### src/rtl/fifo_to_multilane_bridge_if.sv
// Purpose: bundles the FIFO-side and lane-side signals of fifo_to_multilane_bridge.
//   master : bridge view (drives fifo_read, mode_lp, start_rqst, fin_rqst, inp_data, busy)
//   slave  : environment view (drives FIFO head, mode_lp_in, data_rqst, p2p_timeout)
// Parameters: LANES (1..4) lanes, TW gap counter width.
interface fifo_to_multilane_bridge_if #(
  parameter int unsigned LANES = 4,
  parameter int unsigned TW    = 16
);
  localparam int unsigned BW = $clog2(LANES + 1);
  localparam int unsigned DW = 8 * LANES;

  logic [DW-1:0]    fifo_data;
  logic [BW-1:0]    fifo_bytes;
  logic             fifo_empty;
  logic             fifo_read;
  logic             mode_lp_in;
  logic             mode_lp;
  logic [LANES-1:0] start_rqst;
  logic [LANES-1:0] fin_rqst;
  logic [DW-1:0]    inp_data;
  logic             data_rqst;
  logic [TW-1:0]    p2p_timeout;
  logic             busy;

  modport master (
    input  fifo_data, fifo_bytes, fifo_empty, mode_lp_in, data_rqst, p2p_timeout,
    output fifo_read, mode_lp, start_rqst, fin_rqst, inp_data, busy
  );

  modport slave (
    output fifo_data, fifo_bytes, fifo_empty, mode_lp_in, data_rqst, p2p_timeout,
    input  fifo_read, mode_lp, start_rqst, fin_rqst, inp_data, busy
  );
endinterface

### src/rtl/fifo_to_multilane_bridge.sv
// Purpose: pulls LANES-byte words from a packet FIFO and presents one byte per
// lane to lockstep lane serialisers; issues per-lane start/finish requests,
// latches LP/HS mode per packet and enforces a programmable post-packet gap.
// Ports: clk, rst_n (async, active low), bus (master modport: FIFO head/pop,
// lane data/start/finish, data_rqst, p2p_timeout, mode, busy).
module fifo_to_multilane_bridge #(
  parameter int unsigned LANES = 4,
  parameter int unsigned TW    = 16
) (
  input  logic                             clk,
  input  logic                             rst_n,
  fifo_to_multilane_bridge_if.master       bus
);
  localparam int unsigned BW = $clog2(LANES + 1);
  localparam int unsigned DW = 8 * LANES;

  typedef enum logic [2:0] {
    S_IDLE   = 3'd0,
    S_START  = 3'd1,
    S_ACTIVE = 3'd2,
    S_FINISH = 3'd3,
    S_GAP    = 3'd4
  } state_t;

  state_t           state;
  state_t           state_nxt;
  logic [DW-1:0]    data_buf;
  logic [BW-1:0]    cnt;
  logic             mode_q;
  logic [TW-1:0]    gap_cnt;
  logic             pop;
  logic             word_full;
  logic [BW-1:0]    bytes_norm;
  logic [LANES-1:0] start_c;
  logic [LANES-1:0] fin_c;

  // Out-of-range byte counts (0 or >LANES) mean a full word.
  always_comb begin
    bytes_norm = bus.fifo_bytes;
    if (bus.fifo_bytes == '0 || bus.fifo_bytes > BW'(LANES)) begin
      bytes_norm = BW'(LANES);
    end
  end

  assign word_full = (cnt == BW'(LANES));

  // State register.
  always_ff @(posedge clk or negedge rst_n) begin
    if (!rst_n) begin
      state <= S_IDLE;
    end else begin
      state <= state_nxt;
    end
  end

  // Next-state logic.
  always_comb begin
    state_nxt = state;
    case (state)
      S_IDLE:   if (!bus.fifo_empty) state_nxt = S_START;
      S_START:  state_nxt = S_ACTIVE;
      // A full word with more data queued keeps streaming; anything else ends the packet.
      S_ACTIVE: if (bus.data_rqst && !(word_full && !bus.fifo_empty)) state_nxt = S_FINISH;
      S_FINISH: state_nxt = (bus.p2p_timeout != '0) ? S_GAP : S_IDLE;
      S_GAP:    if (gap_cnt <= TW'(1)) state_nxt = S_IDLE;
      default:  state_nxt = S_IDLE;
    endcase
  end

  // Output decode: pop strobe and per-lane start/finish requests.
  always_comb begin
    pop     = 1'b0;
    start_c = '0;
    fin_c   = '0;
    case (state)
      S_IDLE:   pop = !bus.fifo_empty;
      S_START:  start_c = '1;
      S_ACTIVE: begin
        // Lanes without a byte in this word terminate immediately.
        for (int k = 0; k < int'(LANES); k++) fin_c[k] = (k >= int'(cnt));
        pop = bus.data_rqst && word_full && !bus.fifo_empty;
      end
      S_FINISH: begin
        for (int k = 0; k < int'(LANES); k++) fin_c[k] = (k < int'(cnt));
      end
      default: ;
    endcase
  end

  // Word buffer, byte count, packet mode and gap counter.
  always_ff @(posedge clk or negedge rst_n) begin
    if (!rst_n) begin
      data_buf <= '0;
      cnt      <= BW'(LANES);
      mode_q   <= 1'b0;
      gap_cnt  <= '0;
    end else begin
      if (pop) begin
        data_buf <= bus.fifo_data;
        cnt      <= bytes_norm;
        // Mode is latched only on the first word of a packet.
        if (state == S_IDLE) mode_q <= bus.mode_lp_in;
      end
      if (state == S_FINISH) begin
        gap_cnt <= bus.p2p_timeout;
      end else if (state == S_GAP && gap_cnt != '0) begin
        gap_cnt <= gap_cnt - TW'(1);
      end
    end
  end

  assign bus.fifo_read  = pop && rst_n;
  assign bus.start_rqst = start_c;
  assign bus.fin_rqst   = fin_c;
  assign bus.inp_data   = data_buf;
  assign bus.mode_lp    = mode_q;
  assign bus.busy       = (state != S_IDLE);

endmodule

### src/flat_wrapper.sv
// flat-port wrapper written by rule: the top's interface ports become plain ports
module fifo_to_multilane_bridge_flat 
#(
  parameter int unsigned LANES = 4,
  parameter int unsigned TW    = 16
)
  (clk, rst_n, bus_fifo_data, bus_fifo_bytes, bus_fifo_empty, bus_mode_lp_in, bus_data_rqst, bus_p2p_timeout, bus_fifo_read, bus_mode_lp, bus_start_rqst, bus_fin_rqst, bus_inp_data, bus_busy);
  fifo_to_multilane_bridge_if #(.LANES(LANES), .TW(TW)) bus_i ();
  input  logic clk;
  input  logic rst_n;
  input wire logic [$bits(bus_i.fifo_data)-1:0] bus_fifo_data;
  input wire logic [$bits(bus_i.fifo_bytes)-1:0] bus_fifo_bytes;
  input wire logic [$bits(bus_i.fifo_empty)-1:0] bus_fifo_empty;
  input wire logic [$bits(bus_i.mode_lp_in)-1:0] bus_mode_lp_in;
  input wire logic [$bits(bus_i.data_rqst)-1:0] bus_data_rqst;
  input wire logic [$bits(bus_i.p2p_timeout)-1:0] bus_p2p_timeout;
  output wire logic [$bits(bus_i.fifo_read)-1:0] bus_fifo_read;
  output wire logic [$bits(bus_i.mode_lp)-1:0] bus_mode_lp;
  output wire logic [$bits(bus_i.start_rqst)-1:0] bus_start_rqst;
  output wire logic [$bits(bus_i.fin_rqst)-1:0] bus_fin_rqst;
  output wire logic [$bits(bus_i.inp_data)-1:0] bus_inp_data;
  output wire logic [$bits(bus_i.busy)-1:0] bus_busy;
  assign bus_i.fifo_data = bus_fifo_data;
  assign bus_i.fifo_bytes = bus_fifo_bytes;
  assign bus_i.fifo_empty = bus_fifo_empty;
  assign bus_i.mode_lp_in = bus_mode_lp_in;
  assign bus_i.data_rqst = bus_data_rqst;
  assign bus_i.p2p_timeout = bus_p2p_timeout;
  assign bus_fifo_read = bus_i.fifo_read;
  assign bus_mode_lp = bus_i.mode_lp;
  assign bus_start_rqst = bus_i.start_rqst;
  assign bus_fin_rqst = bus_i.fin_rqst;
  assign bus_inp_data = bus_i.inp_data;
  assign bus_busy = bus_i.busy;
  fifo_to_multilane_bridge #(.LANES(LANES), .TW(TW)) u_core (.clk(clk), .rst_n(rst_n), .bus(bus_i));
endmodule
### config.mk
export PLATFORM = sky130hd
export DESIGN_NAME = fifo_to_multilane_bridge_flat
export DESIGN_NICKNAME = d
export VERILOG_FILES = /design/src/rtl/fifo_to_multilane_bridge_if.sv /design/src/rtl/fifo_to_multilane_bridge.sv /design/src/flat_wrapper.sv
export SDC_FILE = /design/constraint.sdc
export NUM_CORES = 1
export LEC_CHECK = 0
export CORE_ASPECT_RATIO = 1.5
export CORE_MARGIN = 2
export CORE_UTILIZATION = 35
export DETAILED_ROUTE_END_ITERATION = 10
export PLACE_DENSITY = 0.68
export REMOVE_ABC_BUFFERS = 1
export SLEW_MARGIN = 20
export SYNTH_ARGS = -nofsm -noshare
export SYNTH_HDL_FRONTEND = slang
export SYNTH_SLANG_ARGS = --single-unit
export TNS_END_PERCENT = 20
### constraint.sdc
create_clock -name clk -period 2.7 [get_ports clk]
set_input_delay 0.27 -clock clk [delete_from_list [all_inputs] [get_ports clk]]
set_output_delay 0.27 -clock clk [all_outputs]
set_load 0.01 [all_outputs]
==> summary.txt <==
Outcome
  • Status: completed

Timing
  • Clk_skew: 0.00399 ns
  • Crit path time final: 2.65 ns
  • Setup_tns: 0 ns
  • Final hold violation count: 0
  • Max Freq: 378 MHz
  • Fin worst setup slack: 0.0540 ns
  • Relative slew slack: 0.524
  • Fin crit share: 0.980
  • Worst-margin pin slew: 0.714 ns
  • Max Slew Vio Count: 0
  • Setup violators final: 0

Power
  • Sw Share: 0.339
  • Switch Pwr: 1.50 mW
  • Seq pwr share: 0.355
  • Clk network pwr share: 0.163
  • Leak pwr: 1.55 nW
  • Internal cell power: 2.93 mW
  • PD cells: 1130 mW/mm²
  • Comb pwr share: 0.482
  • VDD IR max: 0.610 mV

Floorplanning
  • Die H: 111 µm
  • Core outline area: 0.00751 mm²
  • Die X: 75.5 µm
  • I/O pin cnt: 99
  • Row Count: 39
  • Die area: 0.00840 mm²
  • Initial core utilization: 0.357

Synthesis
  • Syn avg cell area: 11.0 µm²
  • Yosys warnings: 0
  • Post-synth EDFFs: 0
  • Synth Flop Type: dfrtp_1
  • Post-Syn Area: 0.00268 mm²
  • Number of synthesized register bits: 55
  • Async SR Flop Fraction: 1.00
  • Sequential-to-total area share from yosys stat: 0.513
  • Synth unique cells: 45
  • Synthesized instance count: 243

Worst hold path
  • Worst Hold Class: in2async

Routing
  • Routed len/inst: 14.9 µm
  • DRC: 0
  • Final WL: 6.61 mm
  • Initial drt markers: 87
  • Antenna-violating nets left: 0
  • Vias post-DR: 2185
  • Post-DR vias/cell: 4.93
  • DRT Pass-1 Iters: 4

Clock tree
  • Clk Latency, worst-skew pair: 0.29 ns
  • TritonCTS clock tree: done
  • Cts bufs inserted: 5
  • # hold bufs at CTS: 0
  • Root buf cell: clkbuf_16
  • Clock transition at path regs: 0.07 ns
  • Clock Path Buffers: 2
  • Clock sinks: 55
  • H-Tree Depth: 2

Final layout
  • Area delta synth->final: 46.5%
  • Nets: 401
  • Layout fillers: 700
  • Layout cell share with drive strength beyond 1: 0.164
  • N_diodes: 0

Critical path
  • CP Max Fanout: 6
  • Crit path kind: reg2out
  • CP arrival: 2.38 ns
  • Setup crit end kind: primary output
  • Worst path required time: 2.43 ns
  • CP Launch Type: flop

GRT
  • Vias in the first global route: 2268
  • Pin count of the biggest net entering global routing: 56
  • GRT Total Usage: 0.163
  • Initial antenna violation count: 0
  • Global-route wire length before repair: 10.5 mm
  • Grt ovf: 0

Placement
  • Post-DP HPWL: 4.88 mm
  • Port Buffers: 98
  • Pre-CTS setup slack: 0.177 ns
  • Placer congestion estimate: 0.850

Job
  • # Max-Cap Violations: 0
power by group through the flow:
| stage | Clock, mW | Combinational (mW) | Sequential [mW] |
|---|---|---|---|
| 6_report | 0.724 | 2.14 | 1.57 |
| 3_5_place_dp | 0 | 2.13 | 1.60 |
| 2_1_floorplan | 0 | 1.02 | 1.65 |
| 3_3_place_gp | 0 | 2.10 | 1.57 |
| 4_1_cts | 0.749 | 2.14 | 1.58 |
| 5_1_grt | 0.771 | 2.34 | 1.63 |
final cells by class:
cell class | count | area, µm² | area share
clock inverters | 2 | 37.5 | 0.00955
flip-flops and latches | 55 | 1380 | 0.350
clock buffers | 5 | 125 | 0.0318
inverters | 4 | 15.0 | 0.00382
well taps | 102 | 128 | 0.0325
repair buffers | 105 | 1030 | 0.262
multi-input cells | 170 | 1220 | 0.311
flip-flops by register name (all words and copies together), names as in the netlist:
register,cells
u_core.bus.inp_data,32
u_core.gap_cnt,16
u_core.state,3
u_core.cnt,3
u_core.bus.mode_lp,1
logic make-up (layout without fill, tap and decap cells):
logic type                 count (synthesis)  after routing  synth area share
AOI/OAI and AO/OA                         37             37            0.0848
xor gates and xnor gates                  12             12            0.0392
adders and majority gates                  4              4            0.0186
buffers and inverters                     18            116            0.0340
DFF                                       55             55             0.513
muxes                                     33             33             0.138
and+or+nand+nor                           84             84             0.172
metrics by stage:
step	utilization	power, mW	cells	instance area [µm²]	hold WS [ns]
2_1_floorplan	-	2.67	229	2610	-0.0256
6_report	0.523	4.43	443	3930	0.144
3_3_place_gp	0.499	3.68	434	3750	0.486
4_1_cts	0.520	4.47	441	3910	0.189
5_1_grt	0.523	4.74	443	3930	0.226
3_5_place_dp	0.499	3.72	434	3750	0.495
what timing repair did:
item                                    4_1_cts  5_1_grt
endpoints found under the setup margin        0        1
resized for setup                             0        1
endpoints found under the hold margin         0        0
buffers inserted                              0        2
synthesized netlist by cell type (all sizes together), types with 2 or more instances:
| master | number | area (µm²) |
|---|---|---|
| or4 | 4 | 30.0 |
| dfrtp | 54 | 1350 |
| xor2 | 4 | 35.0 |
| mux2 | 33 | 372 |
| a21oi | 6 | 30.0 |
| nor3b | 3 | 22.5 |
| nor3 | 4 | 20.0 |
| nand2 | 22 | 82.6 |
| clkbuf | 5 | 18.8 |
| buf | 9 | 57.6 |
| nor2 | 17 | 63.8 |
| or3 | 5 | 31.3 |
| ha | 4 | 50.1 |
| a22oi | 2 | 15.0 |
| o21ai | 17 | 85.1 |
| inv | 4 | 15.0 |
| nand2b | 3 | 18.8 |
| o311ai | 2 | 17.5 |
| a31oi | 2 | 12.5 |
| or2 | 3 | 18.8 |
| xnor2 | 8 | 70.1 |
| o211ai | 2 | 15.0 |
| nand3 | 3 | 15.0 |
| a221o | 2 | 20.0 |
| nor4 | 10 | 77.6 |
worst paths after layout:
kind,start,endpoint,slack (ns),cells past startpoint
max,u_core.cnt[2]$_DFFE_PN1P_,bus_fifo_read,0.05,4
min,rst_n,u_core.gap_cnt[15]$_DFFE_PN0P_,0.14,2
max reg2reg,u_core.gap_cnt[8]$_DFFE_PN0P_,u_core.gap_cnt[11]$_DFFE_PN0P_,0.46,5
min reg2reg,u_core.bus.inp_data[20]$_DFFE_PN0P_,u_core.bus.inp_data[20]$_DFFE_PN0P_,0.50,1
max in group asynchronous,rst_n,u_core.gap_cnt[0]$_DFFE_PN0P_,2.09,2
min in group clk,u_core.bus.inp_data[20]$_DFFE_PN0P_,u_core.bus.inp_data[20]$_DFFE_PN0P_,0.50,1
layout by cell type, fill, tap and decap left out, types with 2 or more instances in the layout:
master           instances
a21oi_1                  6
clkdlybuf4s50_1         97
xnor2_1                  8
or4_1                    4
ha_1                     4
nor3_1                   4
nand2b_1                 3
a31oi_1                  2
nor3b_1                  3
dfrtp_1                 54
a221o_1                  2
mux2_2                  33
or3_1                    5
nand2_1                 22
nor2_1                  17
o211ai_1                 2
nand3_1                  3
xor2_1                   4
buf_4                    7
inv_1                    4
or2_2                    3
nor4_1                   9
o311ai_0                 2
o21ai_0                 16
clkbuf_16                5
a22oi_1                  2
worst max-delay path, cell delays in order (launching register included):
cell,delay (ns)
dfstp_2,0.58
or4b_2,0.64
o22ai_2,0.17
and3_1,0.18
clkdlybuf4s50_1,0.53
routing by layer:
layer | up-vias | part of all wire | wire length [µm] | global-route usage
met4 | 0 | 0.011 | 70 | 0.0480
met5 | - | 0 | 0 | 0
li1 | 1059 | - | - | -
met1 | 1053 | 0.38 | 2490 | 0.182
met2 | 66 | 0.55 | 3620 | 0.285
met3 | 7 | 0.066 | 439 | 0.0509
Note: power is estimated with default switching activity, not from simulation.
